## src/rtl/riscv_params_pkg.sv

```systemverilog
// Shared pipeline types for the RISC-style core: instruction register
// fields, decoded EX control, opcodes used by hazard logic, and the
// hazard controller state encoding with default multicycle latencies.
package riscv_params_pkg;

    localparam int unsigned MUL_LAT_DEF = 2;
    localparam int unsigned DIV_LAT_DEF = 8;

    localparam int REG_AW = 5;
    localparam int OPC_W  = 5;

    localparam logic [OPC_W-1:0] OP_ADD = 5'd0;
    localparam logic [OPC_W-1:0] OP_SUB = 5'd1;
    localparam logic [OPC_W-1:0] OP_LD  = 5'd2;
    localparam logic [OPC_W-1:0] OP_ST  = 5'd3;
    localparam logic [OPC_W-1:0] OP_MUL = 5'd4;
    localparam logic [OPC_W-1:0] OP_DIV = 5'd5;
    localparam logic [OPC_W-1:0] OP_MOD = 5'd6;
    localparam logic [OPC_W-1:0] OP_BEQ = 5'd7;

    // Register fields carried by each pipeline latch
    typedef struct packed {
        logic              valid;
        logic [OPC_W-1:0]  opcode;
        logic              I_bit;
        logic [REG_AW-1:0] rd;
        logic [REG_AW-1:0] rs1;
        logic [REG_AW-1:0] rs2;
    } address_reg;

    // Decoded control of the instruction sitting in EX
    typedef struct packed {
        logic isLd;
        logic isSt;
        logic isMul;
        logic isDiv;
        logic isMod;
        logic isBranch;
    } control_signal;

    typedef enum logic [1:0] {
        IDLE    = 2'd0,
        MD_BUSY = 2'd1,
        FREEZE  = 2'd2
    } hazard_state;

endpackage

```

## src/rtl/ld_use_detect.sv

```systemverilog
// Combinational load-use comparator: flags when the load in EX writes a
// register that the OF-stage instruction reads (rs1, rs2 when not
// immediate, or rd as the store data source).
module ld_use_detect
    import riscv_params_pkg::*;
(
    input  logic              ex_valid,
    input  logic              ex_is_ld,
    input  logic [REG_AW-1:0] ex_rd,
    input  address_reg        of_instr,
    output logic              hazard
);

    logic match_rs1;
    logic match_rs2;
    logic match_st;

    assign match_rs1 = (ex_rd == of_instr.rs1);
    assign match_rs2 = !of_instr.I_bit && (ex_rd == of_instr.rs2);
    assign match_st  = (of_instr.opcode == OP_ST) && (ex_rd == of_instr.rd);

    assign hazard = ex_valid && ex_is_ld && of_instr.valid
                    && (match_rs1 || match_rs2 || match_st);

endmodule

```

## src/rtl/pipe_hazard_ctrl.sv

```systemverilog
// Pipeline hazard controller: memory-wait freeze, multicycle MUL/DIV/MOD
// stalls, taken-branch flush and load-use bubbles, in that priority.
// Outputs are purely combinational from state and inputs.
// Build option: MULDIV_STALL_EN enables multicycle MUL/DIV/MOD stalling;
// without it those operations complete in a single EX cycle.
module pipe_hazard_ctrl
    import riscv_params_pkg::*;
#(
    parameter int unsigned MUL_LAT = MUL_LAT_DEF,
    parameter int unsigned DIV_LAT = DIV_LAT_DEF
) (
    input  logic          clk,
    input  logic          rst_n,
    input  address_reg    of_instr,
    input  address_reg    ex_instr,
    input  control_signal ex_ctrl,
    input  logic          ex_branch_taken,
    input  logic          mem_wait,
    output logic          hold_front,
    output logic          hold_ex,
    output logic          hold_all,
    output logic          bubble_ex,
    output logic          bubble_ma,
    output logic          flush_front,
    output logic          ld_use_conflict,
    output logic          md_done
);

    localparam logic [3:0] MUL_LAT_C = 4'(MUL_LAT);
    localparam logic [3:0] DIV_LAT_C = 4'(DIV_LAT);

    hazard_state state_q, state_d;
    hazard_state ret_q, ret_d;
    hazard_state eff_state;
    logic [3:0]  cnt_q, cnt_d;

    logic        ld_hazard;
    logic        is_md;
    logic [3:0]  md_lat;

    logic hf_c, hx_c, ha_c, bx_c, bm_c, ff_c, lu_c, md_c;

    ld_use_detect u_ld_use_detect (
        .ex_valid (ex_instr.valid),
        .ex_is_ld (ex_ctrl.isLd),
        .ex_rd    (ex_instr.rd),
        .of_instr (of_instr),
        .hazard   (ld_hazard)
    );

    assign is_md  = ex_instr.valid && (ex_ctrl.isMul || ex_ctrl.isDiv || ex_ctrl.isMod);
    assign md_lat = ex_ctrl.isMul ? MUL_LAT_C : DIV_LAT_C;

    // While frozen, the saved state governs behaviour once mem_wait drops
    assign eff_state = (state_q == FREEZE) ? ret_q : state_q;

    // Fields of EX not needed by hazard detection
    logic unused_ex_fields;
    assign unused_ex_fields = ^{ex_instr.rs1, ex_instr.rs2, ex_instr.I_bit,
                                ex_instr.opcode, ex_ctrl.isSt, ex_ctrl.isBranch};

`ifndef MULDIV_STALL_EN
    logic unused_md_lat;
    assign unused_md_lat = ^md_lat;
`endif

    // Next-state and prioritised hazard actions
    always_comb begin
        state_d = state_q;
        ret_d   = ret_q;
        cnt_d   = cnt_q;
        hf_c    = 1'b0;
        hx_c    = 1'b0;
        ha_c    = 1'b0;
        bx_c    = 1'b0;
        bm_c    = 1'b0;
        ff_c    = 1'b0;
        lu_c    = 1'b0;
        md_c    = 1'b0;
        if (mem_wait) begin
            ha_c    = 1'b1;
            state_d = FREEZE;
            ret_d   = eff_state;
        end else begin
            case (eff_state)
                MD_BUSY: begin
                    if (cnt_q <= 4'd1) begin
                        md_c    = 1'b1;
                        cnt_d   = 4'd0;
                        state_d = IDLE;
                    end else begin
                        hf_c    = 1'b1;
                        hx_c    = 1'b1;
                        bm_c    = 1'b1;
                        cnt_d   = cnt_q - 4'd1;
                        state_d = MD_BUSY;
                    end
                end
                default: begin
                    state_d = IDLE;
                    if (is_md) begin
`ifdef MULDIV_STALL_EN
                        if (md_lat <= 4'd1) begin
                            md_c = 1'b1;
                        end else begin
                            hf_c    = 1'b1;
                            hx_c    = 1'b1;
                            bm_c    = 1'b1;
                            cnt_d   = md_lat - 4'd1;
                            state_d = MD_BUSY;
                        end
`else
                        md_c = 1'b1;
`endif
                    end else if (ex_branch_taken) begin
                        ff_c = 1'b1;
                    end else if (ld_hazard) begin
                        lu_c = 1'b1;
                        hf_c = 1'b1;
                        bx_c = 1'b1;
                    end
                end
            endcase
        end
    end

    // State, return state and latency counter registers
    always_ff @(posedge clk or negedge rst_n) begin
        if (!rst_n) begin
            state_q <= IDLE;
            ret_q   <= IDLE;
            cnt_q   <= 4'd0;
        end else begin
            state_q <= state_d;
            ret_q   <= ret_d;
            cnt_q   <= cnt_d;
        end
    end

    // Reset forces every output low without waiting for a clock edge
    assign hold_front      = rst_n & hf_c;
    assign hold_ex         = rst_n & hx_c;
    assign hold_all        = rst_n & ha_c;
    assign bubble_ex       = rst_n & bx_c;
    assign bubble_ma       = rst_n & bm_c;
    assign flush_front     = rst_n & ff_c;
    assign ld_use_conflict = rst_n & lu_c;
    assign md_done         = rst_n & md_c;

endmodule

```

## config.mk

```make
export PLATFORM = sky130hd
export DESIGN_NAME = pipe_hazard_ctrl
export DESIGN_NICKNAME = d
export VERILOG_FILES = /design/src/rtl/riscv_params_pkg.sv /design/src/rtl/ld_use_detect.sv /design/src/rtl/pipe_hazard_ctrl.sv
export SDC_FILE = /design/constraint.sdc
export NUM_CORES = 1
export LEC_CHECK = 0
export BUFFER_PORTS_ARGS = -buffer_cell sky130_fd_sc_hd__buf_2
export CORE_UTILIZATION = 38
export CTS_CLUSTER_DIAMETER = 150
export CTS_CLUSTER_SIZE = 40
export DETAILED_ROUTE_END_ITERATION = 6
export HOLD_SLACK_MARGIN = 0.05
export MAX_ROUTING_LAYER = met4
export PLACE_DENSITY_LB_ADDON = 0.2
export SYNTH_ARGS = -nofsm -noshare
export SYNTH_HDL_FRONTEND = slang
export SYNTH_HIERARCHICAL = 1
export SYNTH_SLANG_ARGS = --single-unit
```

## constraint.sdc

```tcl
create_clock -name clk -period 2.05 [get_ports clk]
set_input_delay 0.205 -clock clk [delete_from_list [all_inputs] [get_ports clk]]
set_output_delay 0.205 -clock clk [all_outputs]
set_load 0.1 [all_outputs]
```

==> results of run 1 <==
==> worst register-to-register path: cells and delay by family, from the launching register on <==
kind	cells	cell delay [ps]
compound gates	1	220
mux	1	360
simple gates	1	270
flops	1	410
==> flip-flops by register name (all words and copies together) (netlist names) <==
name,cells
state_q,2
cnt_q,4
ret_q,2
==> per-stage QoR <==
stage                     total power [mW]  utilization, %
after floorplan                      0.221               -
after global placement               0.277            62.1
after detailed placement             0.281            62.1
after CTS                            0.403            63.9
after global routing                 0.422            64.1
final                                0.397            64.1
==> cell usage in the layout, fill, tap and decap left out, types with 2 or more instances in the layout <==
cell      instances
a21oi_1           6
buf_12            7
buf_2            36
clkbuf_4          3
dfrtp_1           8
ha_1              2
inv_1             3
mux2_2            4
nand2_1           3
nand2b_1          2
nand3_1           4
nor2_1            3
nor2_4            2
nor4_1            4
xnor2_1           5
xor2_1           10
==> area by class of cell <==
type / count / area (sq um) / area share (%)
Inverter: 3 / 11.3 / 0.986
Sequential cell: 8 / 200 / 17.5
Clock buffer: 3 / 22.5 / 1.97
Multi-Input combinational cell: 67 / 539 / 47.2
Tap cell: 25 / 31.3 / 2.74
Timing Repair Buffer: 45 / 338 / 29.6
==> per-layer routing <==
layer / vias up / wire length [um] / part of all wire, %
met3: 2 / 86 / 5.1
met1: 348 / 690 / 41
met4: 0 / 14 / 0.83
met5: - / 0 / 0
met2: 19 / 890 / 53
li1: 376 / - / -
==> repair_timing <==
action	CTS	global route
hold buffers	1	0
gates resized for setup	0	1
endpoints found under the hold margin	8	0
endpoints found under the setup margin	0	3
==> logic make-up (layout without fill, tap and decap cells) <==
logic type,Yosys count,count (layout)
simple gates,31,31
compound gates,15,15
xor+xnor,15,15
flops,8,8
buf+inv,7,51
mux,4,4
fa+ha+maj,2,2
==> power by group <==
| part | internal [mW] | total, mW | switching, mW |
|---|---|---|---|
| clock network | 0.0668 | 0.118 | 0.0513 |
| registers | 0.159 | 0.160 | 0.00119 |
| logic | 0.0549 | 0.118 | 0.0633 |
| total | 0.281 | 0.397 | 0.116 |
==> worst paths after layout <==
check	endpoint	slack, ps
max	hold_front	90
min	state_q[1]$_DFF_PN0_	160
max reg2reg	cnt_q[0]$_DFFE_PN0P_	660
min reg2reg	cnt_q[1]$_DFFE_PN0P_	540
max in group asynchronous	cnt_q[0]$_DFFE_PN0P_	1520
min in group asynchronous	ret_q[0]$_DFFE_PN0P_	390
==> flow_summary_export.csv, run 1 <==
group,metric,value,unit
setup_path,timing.rr.start,"state_q[1]$_DFF_PN0_",
hold_path,worst_hold_startpoint,"mem_wait",
synthesis,synth.top_cells.by_area,"dfrtp_1 27%, xor2_1 12%, mux2_2 6.1%",
synthesis,synthMuxAreaShare,6.06,%
die,core_region_area,0.00178,sq mm
clock_network,tritoncts_num_sinks,8,
clock_network,clock_latency,250,ps
clock_network,clkSlewWorstSetupHoldPaths,50,ps
final_layout,num-nets-final,184,
final_layout,insertedDiodeCount,0,
sta,clock_skew,6.57,ps
detailed_routing,first_pass_iters,4,
setup_path,worst_setup_end_kind,"primary output",
detailed_routing,drt_wl_total,1680,um
clock_network,postCtsSetupBuffers,0,
place,dpl.hpwl,1450,um
setup_path,crit_cells,6,
clock_network,cts-buffers-inserted,3,
synthesis,ys_dominant_reg_cell,"dfrtp_1",
detailed_routing,drcViolationCount,0,
sta,final_critical_path_setup_slack,86.6,ps
setup_path,data_required_time_at_the_worst_endpoint,1850,ps
synthesis,synth.cell_area,743,sq um
synthesis,post_synth_xor_area_fraction,17.7,%
setup_path,r2r.worst_path.cells,3,
pwr,ir_drop,312,uV
sta,hold_slack,159,ps
clock_network,tritoncts,"done",
hold_path,worstHoldPathType,"input port to flip-flop",
pwr,powerDensity,347,mW/mm^2
setup_path,worstSetupPathType,"flip-flop to primary output",
detailed_routing,final_antenna_net_count,0,
run_status,run_status,"complete, no violations",
grt,grt_first_pass_wirelength,2750,um
synthesis,synth_area_in_adders,3.37,%
detailed_routing,drt-vias-per-instance,4.93,
sta,finalSetupViolCount,0,
setup_path,critPathSlowestCell,"dfrtp_1",
place,setup_ws_pre_cts,198,ps
setup_path,arrival,1760,ps
sta,final_max_slew_viol_count,0,
job,drv.max_cap_violation_count,0,
synthesis,synth_top_family_by_area,"simple AND/OR/NAND/NOR gates",
place,port_buffers,43,
synthesis,synth_compound_area_share,13.6,%
synthesis,synth_largest_area_cell,"dfrtp_1",
synthesis,synthCells,82,
die,die-area,0.00214,sq mm
grt,global_route.usage.met2,33.2,%
synthesis,yosys_warnings,6,
grt,grt_pass1_vias,721,
synthesis,yosys.cell_count.top_type,"xor2_1",
clock_network,clock-root-buffer,"clkbuf_4",
final_layout,final_cells,151,
grt,use_met3,7.45,%
grt,globalRoute.totalOverflow,0,
clock_network,max-clock-path-buffers,2,
die,ioPinCount,62,
synthesis,flops_latches_synth,8,
synthesis,synth_async_sr_flop_share,100,%
die,initial_core_util,41.7,%
setup_path,cpLargestDelayFamily,"flip-flops",
grt,grt_antenna_before_repair,0,
place,place.gp.congestion,0.846,
hold_path,min_delay_path_depth,1,
place,instance_area_at_placement,0.00111,sq mm
setup_path,critical_path.max_stage_delay,400,ps
sta,rsz0062_at_grt,"false",
sta,layout_min_cycle_time,1960,ps
sta,hold_viol_final,0,
pwr,leakage,0.514,nW
die,die_y,46.2,um
synthesis,synth.distinct_cells,35,
detailed_routing,routed_wire_length_per_instance,11.1,um
synthesis,synthesis.nets,138,
sta,tightest_slew,486,ps
setup_path,cp-start-kind,"flip-flop",
setup_path,critPathLaunch,"cnt_q[0]$_DFFE_PN0P_",
place,place_inst,147,
die,die-width,46.2,um
grt,grt_usage,18.7,%
synthesis,synth.top_cell.area_share,26.9,%
detailed_routing,first_iter_violations,17,
setup_path,cp_max_fo,6,
sta,slew-limit-headroom,67.8,%
grt,gr-usage-met1,19.4,%
final_layout,area_growth,53.7,%
setup_path,timing.critical_path.cells,"inv_1, ha_1, or2_4, a21o_1, o22ai_2, buf_12",
sta,clock.fmax,0.509,GHz
die,std_cell_rows,15,
synthesis,postSynthAreaPerCell,9.06,sq um
synthesis,ys_top_cells_by_count,"10 x xor2_1, 8 x dfrtp_1, 7 x a21oi_1, 6 x nor2_1, 5 x xnor2_1",
synthesis,yosys.area_share.simple,27.6,%
grt,grt_most_used_layer,"met2",
sta,finalSetupTns,0,ps
sta,timing.final.crit_share,95.8,%
clock_network,cts_max_level,1,
synthesis,synth_edf_count,0,
final_layout,share_of_final_layout_standard_cells_stronger_than_drive_strength_1,49.2,%
detailed_routing,via_count,745,
grt,largest_net_degree_at_the_start_of_global_routing,11,
final_layout,final_cell_area,0.00114,sq mm
setup_path,crit_buf_inv,2,
final_layout,layout.filler_cells,152,
synthesis,seq_total_area_yosys,26.9,%
Power figures use the tool's default switching activity.
==> run 2, diff against run 1 <==
Settings changed: CORE_MARGIN from default to 3.
==> run 2 against run 1 <==
Effect of this change:
- fmax grew 0.91%
- worst hold slack gained 2.6 ps
- clock power grew 3%
- critical path depth is the same
- setup slack gained 18 ps
- global-route usage shrank 2.6 points
- via count grew 0.67%
- routed wire length grew 3.5%
- register-to-register slack gained 40 ps
- non-clock buffer count grew 1
- critical path type is now input port to primary output
- largest cell class unchanged
- highest routed layer unchanged
==> flow_summary_export.csv, run 2 (synthesis gave the netlist of run 1 again) <==
group,metric,value,unit
final_layout,largest_register_by_flop_count,"cnt_q",
detailed_routing,drt-vias-per-instance,4.93,
final_layout,num-nets-final,185,
setup_path,cp_max_fo,3,
pwr,share_seq_of_total_power,40.2,%
final_layout,layout.filler_cells,161,
clock_network,cts_max_level,1,
grt,grt_most_used_layer,"met2",
setup_path,data_required_time_at_the_worst_endpoint,1850,ps
die,die-area,0.00252,sq mm
pwr,power.combinational.fraction,29.4,%
die,ioPinCount,62,
clock_network,clock-root-buffer,"clkbuf_4",
detailed_routing,via_count,750,
grt,global_route.usage.met2,27.0,%
grt,grt_antenna_before_repair,0,
grt,gr-usage-met1,17.7,%
final_layout,mostFrequentLayoutCells,"36 x buf_2, 10 x xor2_1, 8 x dfrtp_1",
sta,clock_skew,7.03,ps
sta,timing.final.crit_share,94.9,%
pwr,switching_share,29.6,%
sta,slew-limit-headroom,67.8,%
grt,grt_usage,16.1,%
final_layout,final_core_util,64.5,%
die,core_region_area,0.00178,sq mm
place,dpl.hpwl,1510,um
pwr,switching_power,0.118,mW
sta,tightest_slew,487,ps
pwr,ir_drop,371,uV
clock_network,cts-buffers-inserted,3,
detailed_routing,drt_wl_total,1740,um
detailed_routing,final_antenna_net_count,0,
pwr,leakage,0.520,nW
die,die-width,50.2,um
clock_network,max-clock-path-buffers,2,
final_layout,area_growth,54.7,%
grt,globalRoute.totalOverflow,0,
final_layout,multi_input_comb_area,539,sq um
place,port_buffers,43,
final_layout,largest_reg_flops,4,
place,place.gp.congestion,0.780,
sta,layout_min_cycle_time,1950,ps
sta,final_max_slew_viol_count,0,
clock_network,tritoncts_num_sinks,8,
final_layout,insertedDiodeCount,0,
grt,grt_pass1_vias,731,
final_layout,layout_top_registers,"cnt_q x4, ret_q x2, state_q x2",
clock_network,clkSlewWorstSetupHoldPaths,60,ps
clock_network,tritoncts,"done",
hold_path,worstHoldPathType,"input port to flip-flop",
grt,grt_first_pass_wirelength,3060,um
grt,largest_net_degree_at_the_start_of_global_routing,11,
grt,use_met3,5.34,%
die,initial_core_util,41.7,%
run_status,run_status,"complete, no violations",
setup_path,worst_setup_end_kind,"primary output",
setup_path,arrival,1740,ps
pwr,share_clk_of_total_power,30.5,%
sta,finalSetupViolCount,0,
detailed_routing,first_pass_iters,4,
final_layout,mostFrequentLayoutCell,"buf_2",
die,std_cell_rows,15,
final_layout,final-seq-area,200,sq um
sta,clock.fmax,0.514,GHz
detailed_routing,drcViolationCount,0,
setup_path,worstSetupPathType,"input port to primary output",
setup_path,cp-start-kind,"input port",
sta,final_critical_path_setup_slack,104,ps
detailed_routing,first_iter_violations,10,
place,setup_ws_pre_cts,192,ps
detailed_routing,routed_wire_length_per_instance,11.4,um
job,drv.max_cap_violation_count,0,
sta,hold_viol_final,0,
final_layout,share_of_final_layout_standard_cells_stronger_than_drive_strength_1,49.6,%
clock_network,clock_latency,260,ps
pwr,powerDensity,347,mW/mm^2
die,die_y,50.2,um
pwr,p_int,0.281,mW
run 2: cell types whose count changed in the layout (fill, tap and decap cells not counted), sizes merged:
cell and change:
buf +1
run 2: area by class of cell:
class / instances / area share (%)
Timing Repair Buffer: 46 / 30.0
Tap cell: 25 / 2.72
Clock buffer: 3 / 1.96
Inverter: 3 / 0.979
Multi-Input combinational cell: 67 / 46.9
Sequential cell: 8 / 17.4
run 2: repair_timing:
action,CTS,global route
hold buffers,1,0
endpoints found under the setup margin,0,3
setup buffers,0,1
resized for setup,0,1
endpoints found under the hold margin,8,0
run 2: final timing paths:
kind | slack (ps) | to | cells after the start | from
hold reg to reg | 540 | ret_q[0]$_DFFE_PN0P_ | 1 | ret_q[0]$_DFFE_PN0P_
setup / recovery | 100 | hold_front | 6 | rst_n
max in group asynchronous | 1520 | cnt_q[0]$_DFFE_PN0P_ | 3 | rst_n
setup reg to reg | 700 | cnt_q[1]$_DFFE_PN0P_ | 3 | state_q[1]$_DFF_PN0_
min in group asynchronous | 390 | ret_q[0]$_DFFE_PN0P_ | 3 | rst_n
hold / removal | 160 | state_q[1]$_DFF_PN0_ | 1 | mem_wait
run 2: power by group through the flow:
stage               Clock, mW  Combinational, mW  Sequential [mW]
CTS                     0.126              0.118            0.160
floorplan                   0             0.0581            0.163
finish                  0.122              0.117            0.160
detailed placement          0              0.117            0.163
global route            0.139              0.129            0.160
global placement            0              0.114            0.163
run 2: stage by stage:
| step | setup TNS (ps) | cells | power (mW) | hold slack, ps | cell area, sq um |
|---|---|---|---|---|---|
| after floorplan | -370 | 82 | 0.221 | -90.6 | 779 |
| after global placement | 0 | 147 | 0.277 | 134 | 1110 |
| after detailed placement | 0 | 147 | 0.279 | 138 | 1110 |
| after CTS | 0 | 151 | 0.404 | 155 | 1140 |
| after global routing | -7.43 | 152 | 0.428 | 152 | 1150 |
| final | 0 | 152 | 0.399 | 161 | 1150 |
run 2: routing by layer:
layer / wire, um / vias up / part of all wire, %
met5: 0 / - / 0
met1: 679 / 343 / 39
met2: 905 / 24 / 52
met4: 25 / 0 / 1.4
li1: - / 378 / -
met3: 129 / 5 / 7.4
run 2: critical path, cell delays in order:
cell	delay, ps
dlygate4sd3_1	520
buf_2	110
nand2b_1	120
or3_4	390
o22ai_2	200
buf_12	200
